[config.mk]
export PLATFORM = sky130hd
export DESIGN_NAME = wishbone_arbiter
export DESIGN_NICKNAME = d
export VERILOG_FILES = /design/src/rtl/wb_pkg.sv /design/src/rtl/wishbone_arbiter.sv
export SDC_FILE = /design/constraint.sdc
export NUM_CORES = 1
export LEC_CHECK = 0
export CAP_MARGIN = 5
export CORE_ASPECT_RATIO = 0.5
export CORE_MARGIN = 8
export CORE_UTILIZATION = 30
export CTS_BUF_LIST = sky130_fd_sc_hd__clkbuf_4 sky130_fd_sc_hd__clkbuf_8
export CTS_CLUSTER_SIZE = 25
export DETAILED_ROUTE_END_ITERATION = 10
export HOLD_SLACK_MARGIN = 0.12
export MAX_ROUTING_LAYER = met4
export PLACE_DENSITY = 0.95
export SLEW_MARGIN = 40
export SYNTH_ARGS = -nofsm -noshare
export SYNTH_HDL_FRONTEND = slang
export SYNTH_SLANG_ARGS = --single-unit
[constraint.sdc]
create_clock -name clk_i -period 3.12 [get_ports clk_i]
set_input_delay 0.624 -clock clk_i [delete_from_list [all_inputs] [get_ports clk_i]]
set_output_delay 0.624 -clock clk_i [all_outputs]
set_load 0.005 [all_outputs]
[src/rtl/wb_pkg.sv]
// wb_pkg: state encoding shared by the Wishbone arbiter and its users
package wb_pkg;
  typedef enum logic [1:0] {
    IDLE   = 2'd0,
    GRANT0 = 2'd1,
    GRANT1 = 2'd2
  } wb_state_e;
endpackage

[src/rtl/wishbone_arbiter.sv]
// wishbone_arbiter: two-master round-robin arbiter for one shared Wishbone slave
// Ports: clk_i/rst_i (async active-high); wbm0_*/wbm1_* master ports
// (cyc/stb/we/adr/dat in, ack/err/rty/dat out); wbs_* shared slave port.
// A master keeps the slave until it drops cyc or the watchdog fires.
module wishbone_arbiter
  import wb_pkg::*;
#(
  parameter int ADDR_WIDTH     = 24,
  parameter int TIMEOUT_CYCLES = 255
) (
  input  logic                  clk_i,
  input  logic                  rst_i,
  input  logic                  wbm0_cyc_i,
  input  logic                  wbm0_stb_i,
  input  logic                  wbm0_we_i,
  input  logic [ADDR_WIDTH-1:0] wbm0_adr_i,
  input  logic [7:0]            wbm0_dat_i,
  output logic                  wbm0_ack_o,
  output logic                  wbm0_err_o,
  output logic                  wbm0_rty_o,
  output logic [7:0]            wbm0_dat_o,
  input  logic                  wbm1_cyc_i,
  input  logic                  wbm1_stb_i,
  input  logic                  wbm1_we_i,
  input  logic [ADDR_WIDTH-1:0] wbm1_adr_i,
  input  logic [7:0]            wbm1_dat_i,
  output logic                  wbm1_ack_o,
  output logic                  wbm1_err_o,
  output logic                  wbm1_rty_o,
  output logic [7:0]            wbm1_dat_o,
  output logic                  wbs_cyc_o,
  output logic                  wbs_stb_o,
  output logic                  wbs_we_o,
  output logic [ADDR_WIDTH-1:0] wbs_adr_o,
  output logic [7:0]            wbs_dat_o,
  input  logic                  wbs_ack_i,
  input  logic                  wbs_err_i,
  input  logic                  wbs_rty_i,
  input  logic [7:0]            wbs_dat_i
);
  localparam int WD_W = TIMEOUT_CYCLES > 0 ? $clog2(TIMEOUT_CYCLES + 1) : 1;
  localparam logic [WD_W-1:0] WD_MAX = WD_W'(TIMEOUT_CYCLES);
  wb_state_e state_q, state_d;
  logic last_q, last_d;
  logic [WD_W-1:0] wd_q, wd_d;
  logic g0, g1, own_cyc, own_stb, resp, tmo;
  always_comb begin
    g0 = state_q == GRANT0;
    g1 = state_q == GRANT1;
    own_cyc = (g0 & wbm0_cyc_i) | (g1 & wbm1_cyc_i);
    own_stb = (g0 & wbm0_stb_i) | (g1 & wbm1_stb_i);
    resp = wbs_ack_i | wbs_err_i | wbs_rty_i;
    // a real slave response in the expiry cycle beats the watchdog
    tmo = (TIMEOUT_CYCLES != 0) && (g0 || g1) && wd_q == WD_MAX && !resp;
    // last_q = 1 means master 1 was served last, so master 0 wins a tie
    state_d = tmo ? IDLE
      : g0 ? (wbm0_cyc_i ? GRANT0 : wbm1_cyc_i ? GRANT1 : IDLE)
      : g1 ? (wbm1_cyc_i ? GRANT1 : wbm0_cyc_i ? GRANT0 : IDLE)
      : (wbm0_cyc_i && wbm1_cyc_i) ? (last_q ? GRANT0 : GRANT1)
      : wbm0_cyc_i ? GRANT0 : wbm1_cyc_i ? GRANT1 : IDLE;
    last_d = state_d == GRANT0 ? 1'b0 : state_d == GRANT1 ? 1'b1 : last_q;
    wd_d = (TIMEOUT_CYCLES == 0 || state_d != state_q || resp) ? '0
      : (own_cyc && own_stb) ? wd_q + 1'b1 : wd_q;
  end
  assign wbs_cyc_o  = own_cyc & ~tmo;
  assign wbs_stb_o  = own_stb & ~tmo;
  assign wbs_we_o   = (g0 & wbm0_we_i) | (g1 & wbm1_we_i);
  assign wbs_adr_o  = g0 ? wbm0_adr_i : g1 ? wbm1_adr_i : '0;
  assign wbs_dat_o  = g0 ? wbm0_dat_i : g1 ? wbm1_dat_i : '0;
  assign wbm0_ack_o = g0 & wbs_ack_i;
  assign wbm0_err_o = g0 & (wbs_err_i | tmo);
  assign wbm0_rty_o = g0 & wbs_rty_i;
  assign wbm1_ack_o = g1 & wbs_ack_i;
  assign wbm1_err_o = g1 & (wbs_err_i | tmo);
  assign wbm1_rty_o = g1 & wbs_rty_i;
  assign wbm0_dat_o = wbs_dat_i;
  assign wbm1_dat_o = wbs_dat_i;
  always_ff @(posedge clk_i or posedge rst_i) begin
    if (rst_i) begin
      state_q <= IDLE;
      last_q  <= 1'b1;
      wd_q    <= '0;
    end else begin
      state_q <= state_d;
      last_q  <= last_d;
      wd_q    <= wd_d;
    end
  end
endmodule

==> impl_metrics.toml <==
[grt]
global_route.overflow_total = 0
vias_in_the_first_global_route = 1519
grt_first_pass_wirelength_um = 8160
grt_antenna_before_repair = 0
grt_max_degree = 20
groute.usage.overall_pct = 16.4

[clocking]
htree_num_levels = 1
cts.reportedPaths.clkPinSlew_ns = 0.05
cts_tree = "done"
cts_hold_buf = 0
clockBufferDepth = 2
cts_resized = 0
post-cts-setup-buffer-count = 0
numCtsBuffers = 3
insertion_delay_ns = 0.24
root_buffer = "sky130_fd_sc_hd__clkbuf_8"
numClockSinks = 11

[setup_path]
reg2reg_depth = 8
worstPathRequired_ns = 2.50
critical_path.top_delay_family = "buffers and inverters"
critical_path.reg2reg.startpoint = "state_q[0]"
critical_path.max_stage_delay_ns = 0.51
timing.critical_path.arrival_ns = 2.32
worstReg2RegEnd = "last_q"
crit_start = "wbs_err_i"
setup.reg_to_reg.worst_slack_ns = 1.04
crit_slowest_cell = "sky130_fd_sc_hd__clkdlybuf4s50_1"
critical_path.max_fanout = 6
setup.worst_path.start_class = "input port"
crit_type = "in2out"
worstPathCellList = "clkdlybuf4s50_1 > nor3_1 > and2_1 > o21a_1 > clkdlybuf4s50_1"
crit_path_frequent_cell = "sky130_fd_sc_hd__clkdlybuf4s50_1"
worst_setup_path_end_kind = "primary output"
cp.buffers_inverters = 2

[timing]
slew_violations = 0
period_minus_slack_ns = 2.94
setup-tns-final_ns = 0
timing.final.crit_share_pct = 94.3
highest_attainable_clock_frequency_ghz = 0.340
rsz0062_at_grt = "false"
timing.final.hold_violations = 0
maxSlewHeadroom_pct = 71.3
report.final.setup_viol = 0
fin_worst_skew_ns = 0.00359
worst_pin_slew_ns = 0.430

[worst_hold_path]
holdPathEnd = "last_q"
worst_hold_startpoint = "last_q"
worst_hold_path_type = "reg2reg"
timing.hold.worst_path_depth = 2

[place]
port_buffers = 115
detailed_place_hpwl_um = 4620
place.gp.congestion = 0.831
place_area_mm2 = 0.00230

[pwr]
combinationalPowerShare_pct = 64.6
power.sequential.fraction_pct = 18.7
netSwitchingFraction_pct = 31.4
cell_internal_pwr_uw = 623
switchingPower_uw = 285
design_power_total_uw = 908
vdd_ir_drop_max_uv = 214
total_leakage_power_uw = 0.000961
power-per-cell-area_mw_per_mm2 = 387
clock_power_share_pct = 16.6

[logic_synthesis]
yosys.cell_types.count = 31
ys_ff_latch = 11
ys_seq_area_share_pct = 22.9
syn-cell-area_mm2 = 0.00121
synth_nets = 233
netlist_instances = 145
yosysWarnings = 0
synthesis.area_per_instance_um2 = 8.32

[final_layout]
area_growth_pct = 94.6
finalNetCount = 332
layout.cell_area.non_filler_mm2 = 0.00235
insertedDiodeCount = 0
final_layout_size_suffix_gt1_share_pct = 4.94
fillCellCount = 338

[floorplan]
fp.dieH_um = 60.8
placementRows = 16
dieArea_mm2 = 0.00643
io-pin-count = 140
core_mm2 = 0.00388
die_w_um = 106
initial_core_util_pct = 31.1

[detailed_routing]
drt-wirelength-per-cell_um = 18.6
route.detailed.vias_per_inst = 4.92
routed-via-count = 1460
remaining_drc_errors = 0
drt_iter0_markers = 60
totalWireLength_um = 5520
drt_pre_antenna_iters = 4
antenna_violating_nets_post_route = 0

[run]
drv_cap = 0

[status]
outcome = "completed"
-- layer usage --
layer	global-route usage, %	vias to the layer above	routed length (um)
met5	-	-	0
met4	3.17	0	33
met3	4.98	7	389
met2	31.9	57	3010
met1	16.3	685	2090
li1	-	711	-
-- tightest hold or removal path: stages (launching register included) --
cell                      delay, ns
sky130_fd_sc_hd__dfstp_2       0.37
sky130_fd_sc_hd__nand2_1       0.06
sky130_fd_sc_hd__o21ai_0       0.08
-- through the flow --
step                hold slack (ns)  setup slack, ns  util, %  instances
global placement              0.469            0.219     59.2        293
floorplan                     0.457             1.06        -        145
detailed placement            0.508            0.180     59.2        293
finish                        0.521            0.177     60.4        297
global route                  0.561           0.0484     60.4        297
CTS                           0.520            0.172     60.4        297
-- flip-flops by register name (all words and copies together), names as in the netlist --
register	cells
last_q	1
state_q	2
wd_q	8
-- cell families after synthesis --
| family | share of synthesized area, % |
|---|---|
| fa+ha+maj | 5.19 |
| buf+inv | 14.4 |
| compound gates | 33.7 |
| simple gates | 17.8 |
| mux | 0.830 |
| flops | 22.9 |
| xor+xnor | 5.08 |
-- layout by cell type (no fill, tap or decap) --
cell	netlist	routed
sky130_fd_sc_hd__nand2_1	6	6
sky130_fd_sc_hd__nor3_1	2	2
sky130_fd_sc_hd__o2111ai_1	1	1
sky130_fd_sc_hd__or2_2	1	1
sky130_fd_sc_hd__dfstp_2	1	1
sky130_fd_sc_hd__a22o_1	32	32
sky130_fd_sc_hd__nor2b_2	0	1
sky130_fd_sc_hd__a21oi_1	1	1
sky130_fd_sc_hd__o211a_1	1	1
sky130_fd_sc_hd__nand4_1	1	1
sky130_fd_sc_hd__and2_1	6	6
sky130_fd_sc_hd__buf_4	17	4
sky130_fd_sc_hd__and4_1	2	2
sky130_fd_sc_hd__ha_1	5	5
sky130_fd_sc_hd__or3_1	1	1
sky130_fd_sc_hd__xor2_1	7	7
sky130_fd_sc_hd__nand3_1	2	2
sky130_fd_sc_hd__nand4b_1	1	1
sky130_fd_sc_hd__and3_1	1	1
sky130_fd_sc_hd__o2bb2ai_2	1	1
sky130_fd_sc_hd__dfrtp_1	10	10
sky130_fd_sc_hd__clkbuf_4	0	1
sky130_fd_sc_hd__nand2b_1	1	1
sky130_fd_sc_hd__clkbuf_8	0	3
sky130_fd_sc_hd__o21ai_0	8	8
sky130_fd_sc_hd__a22oi_1	3	3
sky130_fd_sc_hd__nor2b_1	4	3
sky130_fd_sc_hd__nor2_1	14	14
sky130_fd_sc_hd__inv_1	4	4
sky130_fd_sc_hd__o21a_1	2	2
sky130_fd_sc_hd__a21bo_1	1	1
sky130_fd_sc_hd__clkdlybuf4s50_1	0	115
sky130_fd_sc_hd__mux2i_1	1	1
-- power by group through the flow --
stage               Sequential (uW)  Clock, uW  Combinational, uW
global placement                170          0                573
finish                          170        151                587
global route                    172        166                628
floorplan                       168          0                242
detailed placement              172          0                586
CTS                             170        159                591
-- cells in the mapped netlist --
| library cell | number | area [um2] |
|---|---|---|
| sky130_fd_sc_hd__a22o_1 | 32 | 280 |
| sky130_fd_sc_hd__o2111ai_1 | 1 | 8.76 |
| sky130_fd_sc_hd__o211a_1 | 1 | 10.0 |
| sky130_fd_sc_hd__buf_4 | 17 | 128 |
| sky130_fd_sc_hd__xor2_1 | 7 | 61.3 |
| sky130_fd_sc_hd__clkbuf_1 | 7 | 26.3 |
| sky130_fd_sc_hd__nand4_1 | 1 | 6.26 |
| sky130_fd_sc_hd__nor2_1 | 14 | 52.6 |
| sky130_fd_sc_hd__o21a_1 | 2 | 15.0 |
| sky130_fd_sc_hd__nand2b_1 | 1 | 6.26 |
| sky130_fd_sc_hd__o2bb2ai_2 | 1 | 15.0 |
| sky130_fd_sc_hd__dfrtp_1 | 10 | 250 |
| sky130_fd_sc_hd__nor2b_1 | 4 | 25.0 |
| sky130_fd_sc_hd__or2_2 | 1 | 6.26 |
| sky130_fd_sc_hd__or3_1 | 1 | 6.26 |
| sky130_fd_sc_hd__dfstp_2 | 1 | 26.3 |
| sky130_fd_sc_hd__and3_1 | 1 | 6.26 |
| sky130_fd_sc_hd__nand4b_1 | 1 | 8.76 |
| sky130_fd_sc_hd__nand2_1 | 6 | 22.5 |
| sky130_fd_sc_hd__and2_1 | 6 | 37.5 |
| sky130_fd_sc_hd__ha_1 | 5 | 62.6 |
| sky130_fd_sc_hd__inv_1 | 4 | 15.0 |
| sky130_fd_sc_hd__buf_2 | 1 | 5.00 |
| sky130_fd_sc_hd__a22oi_1 | 3 | 22.5 |
| sky130_fd_sc_hd__o21ai_0 | 8 | 40.0 |
| sky130_fd_sc_hd__nand3_1 | 2 | 10.0 |
| sky130_fd_sc_hd__a21oi_1 | 1 | 5.00 |
| sky130_fd_sc_hd__and4_1 | 2 | 17.5 |
| sky130_fd_sc_hd__a21bo_1 | 1 | 10.0 |
| sky130_fd_sc_hd__mux2i_1 | 1 | 10.0 |
| sky130_fd_sc_hd__nor3_1 | 2 | 10.0 |
-- final cells by class --
cell class	instances	area [um2]	share of cell area (%)
repair buffers	119	1180	50.3
multi-input cells	105	758	32.3
flip-flops and latches	11	277	11.8
well taps	54	67.6	2.88
clock buffers	4	48.8	2.08
inverters	4	15.0	0.640
-- worst max path at each step --
stage / depth (start not counted) / slack [ns] / endpoint
finish: 5 / 0.18 / wbm0_err_o
global route: 5 / 0.05 / wbm0_err_o
CTS: 5 / 0.17 / wbm0_err_o
detailed placement: 5 / 0.18 / wbm0_err_o
global placement: 5 / 0.22 / wbm0_err_o
floorplan: 6 / 1.06 / wbs_dat_o[1]
Power figures use the tool's default switching activity.
